--- config.mk ---
export PLATFORM = sky130hd
export DESIGN_NAME = rv_iopmp_err_arbiter_flat
export DESIGN_NICKNAME = d
export VERILOG_FILES = /design/src/rtl/rv_iopmp_err_arbiter_if.sv /design/src/rtl/rv_iopmp_err_arbiter.sv /design/src/flat_wrapper.sv
export SDC_FILE = /design/constraint.sdc
export NUM_CORES = 1
export LEC_CHECK = 0
export CAP_MARGIN = 0
export CORE_AREA = 2 2 146 255
export CTS_BUF_LIST = sky130_fd_sc_hd__clkbuf_4 sky130_fd_sc_hd__clkbuf_8 sky130_fd_sc_hd__clkbuf_16
export DETAILED_ROUTE_END_ITERATION = 8
export DIE_AREA = 0 0 148 257
export PLACE_DENSITY = 0.72
export SKIP_LAST_GASP = 1
export SLEW_MARGIN = 40
export SYNTH_ARGS = -nofsm -noshare
export SYNTH_HDL_FRONTEND = slang
export SYNTH_SLANG_ARGS = --single-unit
export TNS_END_PERCENT = 50
--- constraint.sdc ---
create_clock -name clk_i -period 11.9 [get_ports clk_i]
set_input_delay 2.38 -clock clk_i [delete_from_list [all_inputs] [get_ports clk_i]]
set_output_delay 2.38 -clock clk_i [all_outputs]
set_load 0.01 [all_outputs]
--- src/rtl/rv_iopmp_err_arbiter_if.sv ---
`default_nettype none
// ============================================================================
// Module   : rv_iopmp_err_arbiter_if
// Brief    : Error-record request bus and capture-side bus of the arbiter.
// Revision : 1.0
// ============================================================================
interface rv_iopmp_err_arbiter_if #(
    parameter int NUMBER_IOPMP_INSTANCES = 2,
    parameter int FIFO_DEPTH             = 4,
    parameter int RRID_WIDTH             = 8,
    parameter int EID_WIDTH              = 8,
    parameter int ADDR_WIDTH             = 64
);
    localparam int REC_W   = 5 + RRID_WIDTH + EID_WIDTH + ADDR_WIDTH;
    localparam int C_SRC_W = (NUMBER_IOPMP_INSTANCES > 1) ? $clog2(NUMBER_IOPMP_INSTANCES) : 1;
    localparam int C_CNT_W = $clog2(FIFO_DEPTH) + 1;

    logic [NUMBER_IOPMP_INSTANCES-1:0]       err_valid_i;
    logic [NUMBER_IOPMP_INSTANCES-1:0]       err_ready_o;
    logic [NUMBER_IOPMP_INSTANCES*REC_W-1:0] err_rec_i;
    logic                                    cap_valid_o;
    logic                                    cap_ready_i;
    logic [REC_W-1:0]                        cap_rec_o;
    logic [C_SRC_W-1:0]                      cap_src_o;
    logic [C_CNT_W-1:0]                      count_o;

    // Signal names are given from the arbiter's point of view.
    modport slave (
        input  err_valid_i, err_rec_i, cap_ready_i,
        output err_ready_o, cap_valid_o, cap_rec_o, cap_src_o, count_o
    );

    modport master (
        output err_valid_i, err_rec_i, cap_ready_i,
        input  err_ready_o, cap_valid_o, cap_rec_o, cap_src_o, count_o
    );
endinterface
`default_nettype wire

--- src/rtl/rv_iopmp_err_arbiter.sv ---
`default_nettype none
// ============================================================================
// Module   : rv_iopmp_err_arbiter
// Brief    : Round-robin collection of IOPMP error records into a FIFO.
// Revision : 1.0
// ============================================================================
module rv_iopmp_err_arbiter #(
    parameter int NUMBER_IOPMP_INSTANCES = 2,
    parameter int FIFO_DEPTH             = 4,
    parameter int RRID_WIDTH             = 8,
    parameter int EID_WIDTH              = 8,
    parameter int ADDR_WIDTH             = 64
) (
    input  logic                  clk_i,
    input  logic                  rst_i,
    input  logic                  flush_i,
    rv_iopmp_err_arbiter_if.slave bus
);
    localparam int N       = NUMBER_IOPMP_INSTANCES;
    localparam int REC_W   = 5 + RRID_WIDTH + EID_WIDTH + ADDR_WIDTH;
    localparam int C_SRC_W = (N > 1) ? $clog2(N) : 1;
    localparam int C_PTR_W = $clog2(FIFO_DEPTH);
    localparam int C_CNT_W = C_PTR_W + 1;

    logic [REC_W-1:0]   rec_mem_q [FIFO_DEPTH];
    logic [C_SRC_W-1:0] src_mem_q [FIFO_DEPTH];
    logic [C_PTR_W-1:0] wr_ptr_q, rd_ptr_q;
    logic [C_CNT_W-1:0] count_q, count_d;
    logic [C_SRC_W-1:0] rr_ptr_q, rr_ptr_d;

    logic               w_full, w_empty, w_any, w_push, w_pop;
    logic [C_SRC_W-1:0] w_gnt_idx;
    logic [C_SRC_W:0]   w_cand;
    logic [REC_W-1:0]   w_gnt_rec;

    assign w_full  = (count_q == C_CNT_W'(FIFO_DEPTH));
    assign w_empty = (count_q == '0);

    // Walk candidates rr_ptr, rr_ptr+1, ... modulo N; the first requester wins.
    always_comb begin : arb
        w_any     = 1'b0;
        w_gnt_idx = '0;
        w_cand    = '0;
        for (int i = 0; i < N; i++) begin
            w_cand = {1'b0, rr_ptr_q} + (C_SRC_W+1)'(i);
            if (w_cand >= (C_SRC_W+1)'(N)) begin
                w_cand = w_cand - (C_SRC_W+1)'(N);
            end
            if (!w_any && bus.err_valid_i[w_cand[C_SRC_W-1:0]]) begin
                w_any     = 1'b1;
                w_gnt_idx = w_cand[C_SRC_W-1:0];
            end
        end
    end

    always_comb begin : rec_mux
        w_gnt_rec = '0;
        for (int g = 0; g < N; g++) begin
            if (C_SRC_W'(g) == w_gnt_idx) begin
                w_gnt_rec = bus.err_rec_i[g*REC_W +: REC_W];
            end
        end
    end

    // Acceptance never looks at cap_ready_i: a full FIFO stalls even if popped.
    assign w_push = w_any & ~w_full & ~flush_i & ~rst_i;
    assign w_pop  = ~w_empty & bus.cap_ready_i & ~flush_i;

    generate
        for (genvar g = 0; g < N; g++) begin : g_ready
            assign bus.err_ready_o[g] = w_push & (w_gnt_idx == C_SRC_W'(g));
        end
    endgenerate

    always_comb begin : next_state
        rr_ptr_d = rr_ptr_q;
        if (w_push) begin
            rr_ptr_d = (w_gnt_idx == C_SRC_W'(N - 1)) ? '0 : w_gnt_idx + C_SRC_W'(1);
        end
        count_d = count_q;
        if (flush_i) begin
            count_d = '0;
        end else if (w_push && !w_pop) begin
            count_d = count_q + C_CNT_W'(1);
        end else if (!w_push && w_pop) begin
            count_d = count_q - C_CNT_W'(1);
        end
    end

    always_ff @(posedge clk_i) begin
        if (rst_i) begin
            wr_ptr_q <= '0;
            rd_ptr_q <= '0;
            count_q  <= '0;
            rr_ptr_q <= '0;
            for (int k = 0; k < FIFO_DEPTH; k++) begin
                rec_mem_q[k] <= '0;
                src_mem_q[k] <= '0;
            end
        end else begin
            count_q  <= count_d;
            rr_ptr_q <= rr_ptr_d;
            if (flush_i) begin
                wr_ptr_q <= '0;
                rd_ptr_q <= '0;
            end else begin
                if (w_push) begin
                    rec_mem_q[wr_ptr_q] <= w_gnt_rec;
                    src_mem_q[wr_ptr_q] <= w_gnt_idx;
                    wr_ptr_q            <= wr_ptr_q + C_PTR_W'(1);
                end
                if (w_pop) begin
                    rd_ptr_q <= rd_ptr_q + C_PTR_W'(1);
                end
            end
        end
    end

    assign bus.cap_valid_o = ~w_empty;
    assign bus.cap_rec_o   = rec_mem_q[rd_ptr_q];
    assign bus.cap_src_o   = src_mem_q[rd_ptr_q];
    assign bus.count_o     = count_q;
endmodule
`default_nettype wire

--- src/flat_wrapper.sv ---
// flat-port wrapper written by rule: the top's interface ports become plain ports
module rv_iopmp_err_arbiter_flat 
#(
    parameter int NUMBER_IOPMP_INSTANCES = 2,
    parameter int FIFO_DEPTH             = 4,
    parameter int RRID_WIDTH             = 8,
    parameter int EID_WIDTH              = 8,
    parameter int ADDR_WIDTH             = 64
)
  (clk_i, rst_i, flush_i, bus_err_valid_i, bus_err_rec_i, bus_cap_ready_i, bus_err_ready_o, bus_cap_valid_o, bus_cap_rec_o, bus_cap_src_o, bus_count_o);
  rv_iopmp_err_arbiter_if #(.NUMBER_IOPMP_INSTANCES(NUMBER_IOPMP_INSTANCES), .FIFO_DEPTH(FIFO_DEPTH), .RRID_WIDTH(RRID_WIDTH), .EID_WIDTH(EID_WIDTH), .ADDR_WIDTH(ADDR_WIDTH)) bus_i ();
  input  logic clk_i;
  input  logic rst_i;
  input  logic flush_i;
  input wire logic [$bits(bus_i.err_valid_i)-1:0] bus_err_valid_i;
  input wire logic [$bits(bus_i.err_rec_i)-1:0] bus_err_rec_i;
  input wire logic [$bits(bus_i.cap_ready_i)-1:0] bus_cap_ready_i;
  output wire logic [$bits(bus_i.err_ready_o)-1:0] bus_err_ready_o;
  output wire logic [$bits(bus_i.cap_valid_o)-1:0] bus_cap_valid_o;
  output wire logic [$bits(bus_i.cap_rec_o)-1:0] bus_cap_rec_o;
  output wire logic [$bits(bus_i.cap_src_o)-1:0] bus_cap_src_o;
  output wire logic [$bits(bus_i.count_o)-1:0] bus_count_o;
  assign bus_i.err_valid_i = bus_err_valid_i;
  assign bus_i.err_rec_i = bus_err_rec_i;
  assign bus_i.cap_ready_i = bus_cap_ready_i;
  assign bus_err_ready_o = bus_i.err_ready_o;
  assign bus_cap_valid_o = bus_i.cap_valid_o;
  assign bus_cap_rec_o = bus_i.cap_rec_o;
  assign bus_cap_src_o = bus_i.cap_src_o;
  assign bus_count_o = bus_i.count_o;
  rv_iopmp_err_arbiter #(.NUMBER_IOPMP_INSTANCES(NUMBER_IOPMP_INSTANCES), .FIFO_DEPTH(FIFO_DEPTH), .RRID_WIDTH(RRID_WIDTH), .EID_WIDTH(EID_WIDTH), .ADDR_WIDTH(ADDR_WIDTH)) u_core (.clk_i(clk_i), .rst_i(rst_i), .flush_i(flush_i), .bus(bus_i));
endmodule
==> impl_metrics.py, run 1 <==
metrics = {
    "outcome": {
        "status": "finished, final reports clean",
    },
    "place": {
        "hpwlAfterDp_um": 30150,
        "dp_worst_setup_slack_ns": 4.256,
        "gp_congestion": 0.8311,
        "portBuffers": 267,
    },
    "worst_hold_path": {
        "min_path_type": "flip-flop to flip-flop",
    },
    "timing": {
        "tightest_slew_ns": 0.8440,
        "fin_ws_ns": 4.230,
        "finalCritPeriodShare_pct": 64.45,
        "slew_headroom_pct": 43.73,
        "min_period_ns": 7.670,
        "setup_viol": 0,
        "setup-tns-final_ns": 0,
        "rsz0062_at_grt": "no",
        "finClkSkew_ns": 0.007674,
        "slew_viol_final": 0,
        "hold_viol_final": 0,
        "fmax_ghz": 0.1304,
    },
    "layout": {
        "area_delta_synth_final_pct": 23.29,
        "regArea_um2": 10540,
        "fill_cells": 2847,
        "final_net_count": 1681,
        "diodes": 0,
        "drive_gt1_share_pct": 11.78,
        "multiInputGateArea_um2": 5886,
    },
    "clock_network": {
        "cts-root-buf": "clkbuf_16",
        "clkTransAtPathRegs_ns": 0.06,
        "clk_path_buf_depth": 3,
        "tritoncts": "built",
        "clock_latency_ns": 0.52,
        "ctsHoldBuffers": 0,
        "cts.sinks": 354,
        "cts_max_level": 2,
        "numCtsBuffers": 34,
        "ctsResizeCount": 0,
        "post_cts_buffers": 0,
    },
    "pwr": {
        "finalPower_uw": 2874,
        "pwr-share-comb_pct": 12.9,
        "powerDensity_nw_per_um2": 137.0,
        "max-vdd-ir-drop_mv": 0.1072,
        "seq_power_share_pct": 50.5,
        "static-leakage-power_uw": 0.006641,
        "power.switching_uw": 698.7,
        "p_int_uw": 2176,
        "clkPwrFrac_pct": 36.6,
        "p_sw_share_pct": 24.31,
    },
    "drt": {
        "top_layer": "met4",
        "vias": 13320,
        "met1_length_um": 17690,
        "drtAntennaViolNets": 0,
        "via_per_inst": 6.666,
        "drt_wl_total_um": 52890,
        "drt_iter0_drc": 1573,
        "first_pass_iters": 6,
        "wl_per_cell_um": 26.47,
        "wl_met3_um": 5014,
        "drc": 0,
        "route.met2.wl_um": 26350,
    },
    "logic_synthesis": {
        "avgSynthCellArea_um2": 12.87,
        "netlist_top_cells_area": "edfxtp_1, mux4_2, a21oi_1",
        "synthArstFlopShare_pct": 0,
        "ys_ff_latch": 354,
        "synth_edf_count": 344,
        "synthCells": 1322,
        "synth_largest_area_cell": "edfxtp_1",
        "synth_common_cells": "a21oi_1, edfxtp_1, nand3_1",
        "yosysSeqAreaShare_pct": 61.87,
        "synth_top_area_share_pct": 60.70,
        "synth_cell_types": 40,
        "synth_area_um2": 17020,
        "post-synth-top-count-cell": "a21oi_1",
        "yosys_warnings": 0,
        "synth-main-ff-cell": "edfxtp_1",
        "syn-num-nets": 1500,
    },
    "global_routing": {
        "grt_usage_pct": 27.19,
        "grt_antenna_before_repair": 0,
        "grt_pass1_vias": 13370,
        "grt_pass1_wl_um": 78240,
        "grt_max_degree": 127,
        "gr-total-overflow": 0,
    },
    "floorplan": {
        "dieArea_um2": 38040,
        "die_w_um": 148,
        "initial_core_util_pct": 47.39,
        "die_y_um": 257,
        "fp.coreArea_um2": 35910,
        "rows": 92,
        "boundaryPins": 268,
    },
    "worst_setup_path": {
        "arrival_ns": 5.29,
        "start_kind": "primary input",
        "worstPathRequired_ns": 9.52,
        "cp-end-kind": "output port",
        "cp_max_fo": 36,
        "criticalPathCategory": "primary input to output port",
    },
    "job": {
        "cap_violations": 0,
    },
}
-- critical path, cell delays in order --
cell	delay, ns
clkdlybuf4s50_1	0.63
nor2_4	0.64
nand3_4	0.58
nor3_1	0.44
clkdlybuf4s50_1	0.60
-- cells by family after synthesis --
group                    Yosys count  synth area share (%)
buffers and inverters            148                 3.977
AND/OR/NAND/NOR                  286                 9.190
XOR/XNOR                           2                0.1029
flip-flops                       354                 61.87
adder cells (fa/ha/maj)            2                0.1911
AO/OA/AOI/OAI                    442                 13.17
multiplexers                      88                 11.50
-- power groups by stage --
stage	sequential [uW]	combinational (uW)	clock (uW)
final	1450	370	1050
after CTS	1450	366	1060
after global placement	1480	359	0
after global routing	1460	388	1100
after detailed placement	1480	364	0
after floorplan	1480	173	0
-- sequential cells by signal (all words and copies together), names as in the netlist, named ones only --
signal              cells
u_core.wr_ptr_q         2
u_core.rr_ptr_q         1
u_core.src_mem_q        4
u_core.rec_mem_q      340
u_core.rd_ptr_q         2
u_core.bus.count_o      3
-- path summary, 6_finish.rpt --
check	from	endpoint	slack, ns	cells after the start
worst min register to register	u_core.rd_ptr_q[1]	flip-flop	0.49	2
worst max register to register	u_core.bus.count_o[0]	u_core.rec_mem_q[3][41]	8.67	5
worst min-delay path	u_core.rd_ptr_q[1]	flip-flop	0.49	2
worst max-delay path	rst_i	bus_err_ready_o[1]	4.23	5
-- metal layers --
layer / vias to the layer above / global-route usage (%)
li1: 5659 / -
met1: 6471 / 33.06
met2: 987 / 45.69
met3: 201 / 3.440
met4: 0 / 17.25
met5: - / 0
-- cells in the final DEF (no fill, tap or decap), types with 6 or more instances in the layout --
master and count:
buf_6 10, clkdlybuf4s50_1 265, edfxtp_1 344, nand4_1 86, dfxtp_1 8, buf_4 10
clkbuf_4 8, a21oi_1 346, nand3_1 171, o21ai_0 87, clkinv_2 9, clkinv_1 6
nor2_1 7, mux4_2 86, clkbuf_16 37
-- through the flow --
stage / utilization, % / hold WS (ns) / area, um^2 / instances
global route: 58.42 / 0.5222 / 20980 / 1998
detailed placement: 55.39 / 0.4838 / 19890 / 1936
finish: 58.42 / 0.4879 / 20980 / 1998
global placement: 55.25 / 0.4695 / 19840 / 1935
floorplan: - / 0.4474 / 17020 / 1322
CTS: 58.35 / 0.4933 / 20960 / 1997
-- cell type report --
class / instances / share of cell area, %
timing repair buffer: 288 / 13.77
multi-input combinational: 820 / 28.05
clock buffer: 45 / 4.699
clock inverter: 16 / 0.3637
inverter: 5 / 0.08945
sequential: 354 / 50.22
tap: 470 / 2.803
(Power assumes the default switching activity.)
==> run 2: changes to the inputs <==
==> constraint.sdc (replaced) <==
create_clock -name clk_i -period 7.7 [get_ports clk_i]
set_input_delay 1.54 -clock clk_i [delete_from_list [all_inputs] [get_ports clk_i]]
set_output_delay 1.54 -clock clk_i [all_outputs]
set_load 0.01 [all_outputs]
==> run 2 against run 1 <==
Clock skew up 0.011 ns. Hold slack better by 0.0072 ns. Global-route usage up 0.67 points. First-iteration DRC count down 4.5%.
==> impl_metrics.py, run 2 (synthesized netlist as in run 1, its figures left out) <==
metrics = {
    "outcome": {
        "status": "finished, final reports clean",
    },
    "clock_network": {
        "clkTransAtPathRegs_ns": 0.07,
        "clk_path_buf_depth": 3,
        "post_cts_buffers": 0,
        "ctsHoldBuffers": 0,
        "numCtsBuffers": 30,
        "clock_latency_ns": 0.58,
        "tritoncts": "built",
        "cts-root-buf": "clkbuf_16",
        "cts.sinks": 354,
        "ctsResizeCount": 0,
        "cts_max_level": 1,
    },
    "floorplan": {
        "rows": 92,
        "dieArea_um2": 38040,
        "boundaryPins": 268,
        "fp.coreArea_um2": 35910,
        "initial_core_util_pct": 47.39,
        "die_w_um": 148,
        "die_y_um": 257,
    },
    "drt": {
        "via_per_inst": 6.677,
        "drtAntennaViolNets": 0,
        "first_pass_iters": 7,
        "wl_per_cell_um": 26.95,
        "drt_iter0_drc": 1503,
        "drt_wl_total_um": 53900,
        "vias": 13350,
        "drc": 0,
    },
    "layout": {
        "multiInputGateArea_um2": 5886,
        "final_common_cell": "a21oi_1",
        "drive_gt1_share_pct": 12.16,
        "largest_reg_flops": 340,
        "diodes": 0,
        "fill_cells": 2828,
        "regArea_um2": 10540,
        "stdcell_area_um2": 21090,
        "final_net_count": 1685,
        "area_delta_synth_final_pct": 23.93,
        "final_cell_mix": "a21oi_1, edfxtp_1, clkdlybuf4s50_1",
        "largest_register": "u_core.rec_mem_q",
    },
    "place": {
        "gp_congestion": 0.8193,
        "hpwlAfterDp_um": 31340,
        "place_area_um2": 20020,
        "portBuffers": 267,
    },
    "worst_setup_path": {
        "r2r_setup_slack_ns": 4.74,
        "cp-end-kind": "output port",
        "criticalPathCategory": "primary input to output port",
        "r2r_end": "u_core.rec_mem_q[3][23]",
        "r2r_start": "u_core.bus.count_o[0]",
        "cp_max_fo": 29,
        "start_kind": "primary input",
        "startpoint": "rst_i",
        "worstPathRequired_ns": 6.16,
        "arrival_ns": 4.28,
        "reg2regPathDepth": 6,
        "endpoint": "bus_err_ready_o[1]",
    },
    "pwr": {
        "seq_power_share_pct": 50.3,
        "pwr-share-comb_pct": 13.1,
        "static-leakage-power_uw": 0.006684,
        "clkPwrFrac_pct": 36.6,
        "max-vdd-ir-drop_mv": 0.1532,
        "p_sw_share_pct": 23.70,
        "power.switching_uw": 1057,
        "p_int_uw": 3405,
        "powerDensity_nw_per_um2": 211.5,
    },
    "timing": {
        "fmax_ghz": 0.1718,
        "slew_viol_final": 0,
        "hold_viol_final": 0,
        "finClkSkew_ns": 0.01847,
        "min_period_ns": 5.820,
        "rsz0062_at_grt": "no",
        "slew_headroom_pct": 40.44,
        "finalCritPeriodShare_pct": 75.59,
        "setup-tns-final_ns": 0,
        "setup_viol": 0,
        "tightest_slew_ns": 0.8934,
    },
    "worst_hold_path": {
        "min_path_type": "flip-flop to flip-flop",
    },
    "global_routing": {
        "grt_max_degree": 88,
        "grt_pass1_wl_um": 80560,
        "grt_antenna_before_repair": 0,
        "gr-total-overflow": 0,
        "grt_usage_pct": 27.86,
        "grt_pass1_vias": 13690,
    },
    "job": {
        "cap_violations": 0,
    },
}
run 2: changes by cell type in the layout (fill, tap and decap cells not counted), sizes merged:
cell | previous run | this run
bufinv | 0 | 5
clkinv | 16 | 9
clkbuf | 45 | 39
clkinvlp | 0 | 2
buf | 23 | 31
run 2: critical path: stages:
cell and delay, ns:
clkdlybuf4s50_1 0.62, nor2_4 0.62, nand3_4 0.54, nor3_1 0.36, clkdlybuf4s50_1 0.59
run 2: metal layers:
metal | GRT usage (%) | share of wire, % | wire length, um | up-vias
met5 | 0 | 0 | 0 | -
met4 | 16.38 | 6.3 | 3413 | 0
met3 | 3.032 | 10 | 5431 | 168
met2 | 46.80 | 51 | 27470 | 1022
met1 | 34.83 | 33 | 17590 | 6484
li1 | - | - | - | 5680
run 2: per-stage QoR:
step	total power [uW]	instances	utilization [%]	hold slack, ns	setup WS [ns]
2_1_floorplan	2548	1322	-	0.4474	0.9631
4_1_cts	4460	1999	58.69	0.4911	1.887
3_3_place_gp	2841	1938	55.32	0.4570	1.920
3_5_place_dp	2862	1944	55.74	0.4777	1.896
6_report	4462	2000	58.73	0.4951	1.880
5_1_grt	4573	2000	58.73	0.5303	1.718
run 2: worst min path at each step:
| stage | startpoint | endpoint | slack (ns) | cells after the start |
|---|---|---|---|---|
| floorplan | u_core.rd_ptr_q[1] | flip-flop | 0.45 | 2 |
| global placement | u_core.rd_ptr_q[1] | flip-flop | 0.46 | 2 |
| detailed placement | u_core.rd_ptr_q[1] | flip-flop | 0.48 | 2 |
| CTS | u_core.rd_ptr_q[1] | flip-flop | 0.49 | 2 |
| global route | u_core.rd_ptr_q[1] | flip-flop | 0.53 | 2 |
| finish | u_core.rd_ptr_q[1] | flip-flop | 0.50 | 2 |
run 2: final cells by class:
| class | instances | area share [%] |
|---|---|---|
| well taps | 470 | 2.788 |
| inverters | 5 | 0.08898 |
| multi-input cells | 820 | 27.91 |
| flip-flops and latches | 354 | 49.96 |
| clock buffers | 39 | 4.022 |
| repair buffers | 296 | 14.25 |
| clock inverters | 16 | 0.9848 |
run 2: power groups by stage:
stage / sequential, uW / combinational, uW / clock (uW)
CTS: 2240 / 578 / 1640
floorplan: 2280 / 267 / 0
detailed placement: 2290 / 575 / 0
global route: 2250 / 610 / 1710
finish: 2240 / 582 / 1630
global placement: 2280 / 560 / 0
==> run 3: changes to the inputs <==
==> constraint.sdc (replaced) <==
create_clock -name clk_i -period 5.95 [get_ports clk_i]
set_input_delay 1.19 -clock clk_i [delete_from_list [all_inputs] [get_ports clk_i]]
set_output_delay 1.19 -clock clk_i [all_outputs]
set_load 0.01 [all_outputs]
==> run 3 against run 2 <==
Clock power rose by 28%. First-iteration DRC count fell by 0.47%. Combinational power rose by 29%. Cell area rose by 0.28%. Flip-flop and latch count did not move. Sequential share of layout area fell by 0.14 points.
==> impl_metrics.py, run 3 (synthesized netlist as in run 1, its figures left out) <==
metrics = {
    "outcome": {
        "status": "finished, final reports clean",
    },
    "drt": {
        "top_layer": "met4",
        "drt_iter0_drc": 1496,
        "via_per_inst": 6.667,
        "first_pass_iters": 5,
        "wl_met3_um": 5026,
        "drtAntennaViolNets": 0,
        "drt_wl_total_um": 53100,
        "vias": 13370,
        "wl_per_cell_um": 26.47,
        "met1_length_um": 17990,
        "route.met2.wl_um": 26420,
        "drc": 0,
    },
    "place": {
        "gp_congestion": 0.8281,
        "hpwlAfterDp_um": 30600,
        "portBuffers": 267,
    },
    "timing": {
        "tightest_slew_ns": 0.8136,
        "setup-tns-final_ns": 0,
        "fmax_ghz": 0.2233,
        "slew_headroom_pct": 45.76,
        "rsz0062_at_grt": "no",
        "finClkSkew_ns": 0.01500,
        "min_period_ns": 4.479,
        "setup_viol": 0,
        "slew_viol_final": 0,
        "hold_viol_final": 0,
        "finalCritPeriodShare_pct": 75.28,
        "holdWs_ns": 0.5069,
    },
    "floorplan": {
        "boundaryPins": 268,
        "initial_core_util_pct": 47.39,
        "die_y_um": 257,
        "dieArea_um2": 38040,
        "rows": 92,
        "fp.coreArea_um2": 35910,
        "die_w_um": 148,
    },
    "global_routing": {
        "gr-total-overflow": 0,
        "grt_antenna_before_repair": 0,
        "grt_pass1_vias": 14000,
        "grt_pass1_wl_um": 79880,
        "grt_max_degree": 96,
        "grt_usage_pct": 27.52,
    },
    "clock_network": {
        "cts.sinks": 354,
        "cts_max_level": 2,
        "post_cts_buffers": 0,
        "clock_latency_ns": 0.53,
        "ctsHoldBuffers": 0,
        "clk_path_buf_depth": 3,
        "numCtsBuffers": 34,
        "ctsResizeCount": 0,
        "tritoncts": "built",
        "cts-root-buf": "clkbuf_16",
        "clkTransAtPathRegs_ns": 0.06,
    },
    "worst_setup_path": {
        "reg2regPathDepth": 6,
        "r2r_setup_slack_ns": 2.79,
        "criticalPathCategory": "primary input to output port",
        "r2r_end": "u_core.rec_mem_q[0][2]",
        "cp-end-kind": "output port",
        "r2r_start": "u_core.bus.count_o[0]",
        "start_kind": "primary input",
        "cp_max_fo": 95,
        "startpoint": "bus_err_valid_i[1]",
        "arrival_ns": 3.29,
        "worstPathRequired_ns": 4.76,
        "endpoint": "bus_err_ready_o[1]",
    },
    "layout": {
        "area_delta_synth_final_pct": 24.28,
        "final_net_count": 1692,
        "final_cell_mix": "a21oi_1, edfxtp_1, clkdlybuf4s50_1",
        "largest_register": "u_core.rec_mem_q",
        "diodes": 0,
        "drive_gt1_share_pct": 12.30,
        "final_common_cell": "a21oi_1",
        "largest_reg_flops": 340,
    },
    "pwr": {
        "max-vdd-ir-drop_mv": 0.2026,
        "powerDensity_nw_per_um2": 271.6,
        "static-leakage-power_uw": 0.006712,
    },
    "job": {
        "cap_violations": 0,
    },
    "worst_hold_path": {
        "min_path_type": "flip-flop to flip-flop",
    },
}
-- run 3: area by class of cell --
type,count,area [um^2]
multi-input combinational,820,5886
clock buffer,44,974.7
sequential,354,10540
fill,2889,14760
inverter,5,18.77
clock inverter,14,76.32
timing repair buffer,299,3070
tap,470,588.1
-- run 3: worst min-delay path by stage --
| stage | start | end | slack, ns | cells after the start |
|---|---|---|---|---|
| after floorplan | u_core.rd_ptr_q[1] | flip-flop | 0.45 | 2 |
| after global placement | u_core.rd_ptr_q[1] | flip-flop | 0.46 | 2 |
| after detailed placement | u_core.rd_ptr_q[1] | flip-flop | 0.48 | 2 |
| after CTS | u_core.rd_ptr_q[1] | flip-flop | 0.50 | 2 |
| after global routing | u_core.rd_ptr_q[1] | flip-flop | 0.55 | 2 |
| final | u_core.rd_ptr_q[1] | u_core.rd_ptr_q[1] | 0.51 | 2 |
-- run 3: routing by layer --
layer,vias up,GRT usage [%]
li1,5679,-
met1,6527,33.73
met5,-,0
met4,0,18.62
met2,971,45.00
met3,196,4.060
-- run 3: worst max-delay path: stages --
cell and delay (ns):
buf_6 0.58, or2_2 0.28, nand3_4 0.31, nor3_1 0.32, clkdlybuf4s50_1 0.57
-- run 3: stage by stage --
stage                     area [um^2]  util, %  setup WS (ns)  cells  power [uW]
final                           21150    58.89          1.471   2006        5744
after floorplan                 17020        -          1.389   1322        3295
after detailed placement        20090    55.95          1.464   1948        3698
after CTS                       21140    58.87          1.468   2006        5748
after global routing            21150    58.89          1.372   2006        5894
after global placement          19950    55.54          1.465   1942        3677
-- run 3: power breakdown --
| group | leakage, uW | switching [uW] | internal (uW) |
|---|---|---|---|
| clock network | 0.000528 | 931 | 1160 |
| logic | 0.00254 | 431 | 319 |
| registers | 0.00364 | 36.4 | 2870 |
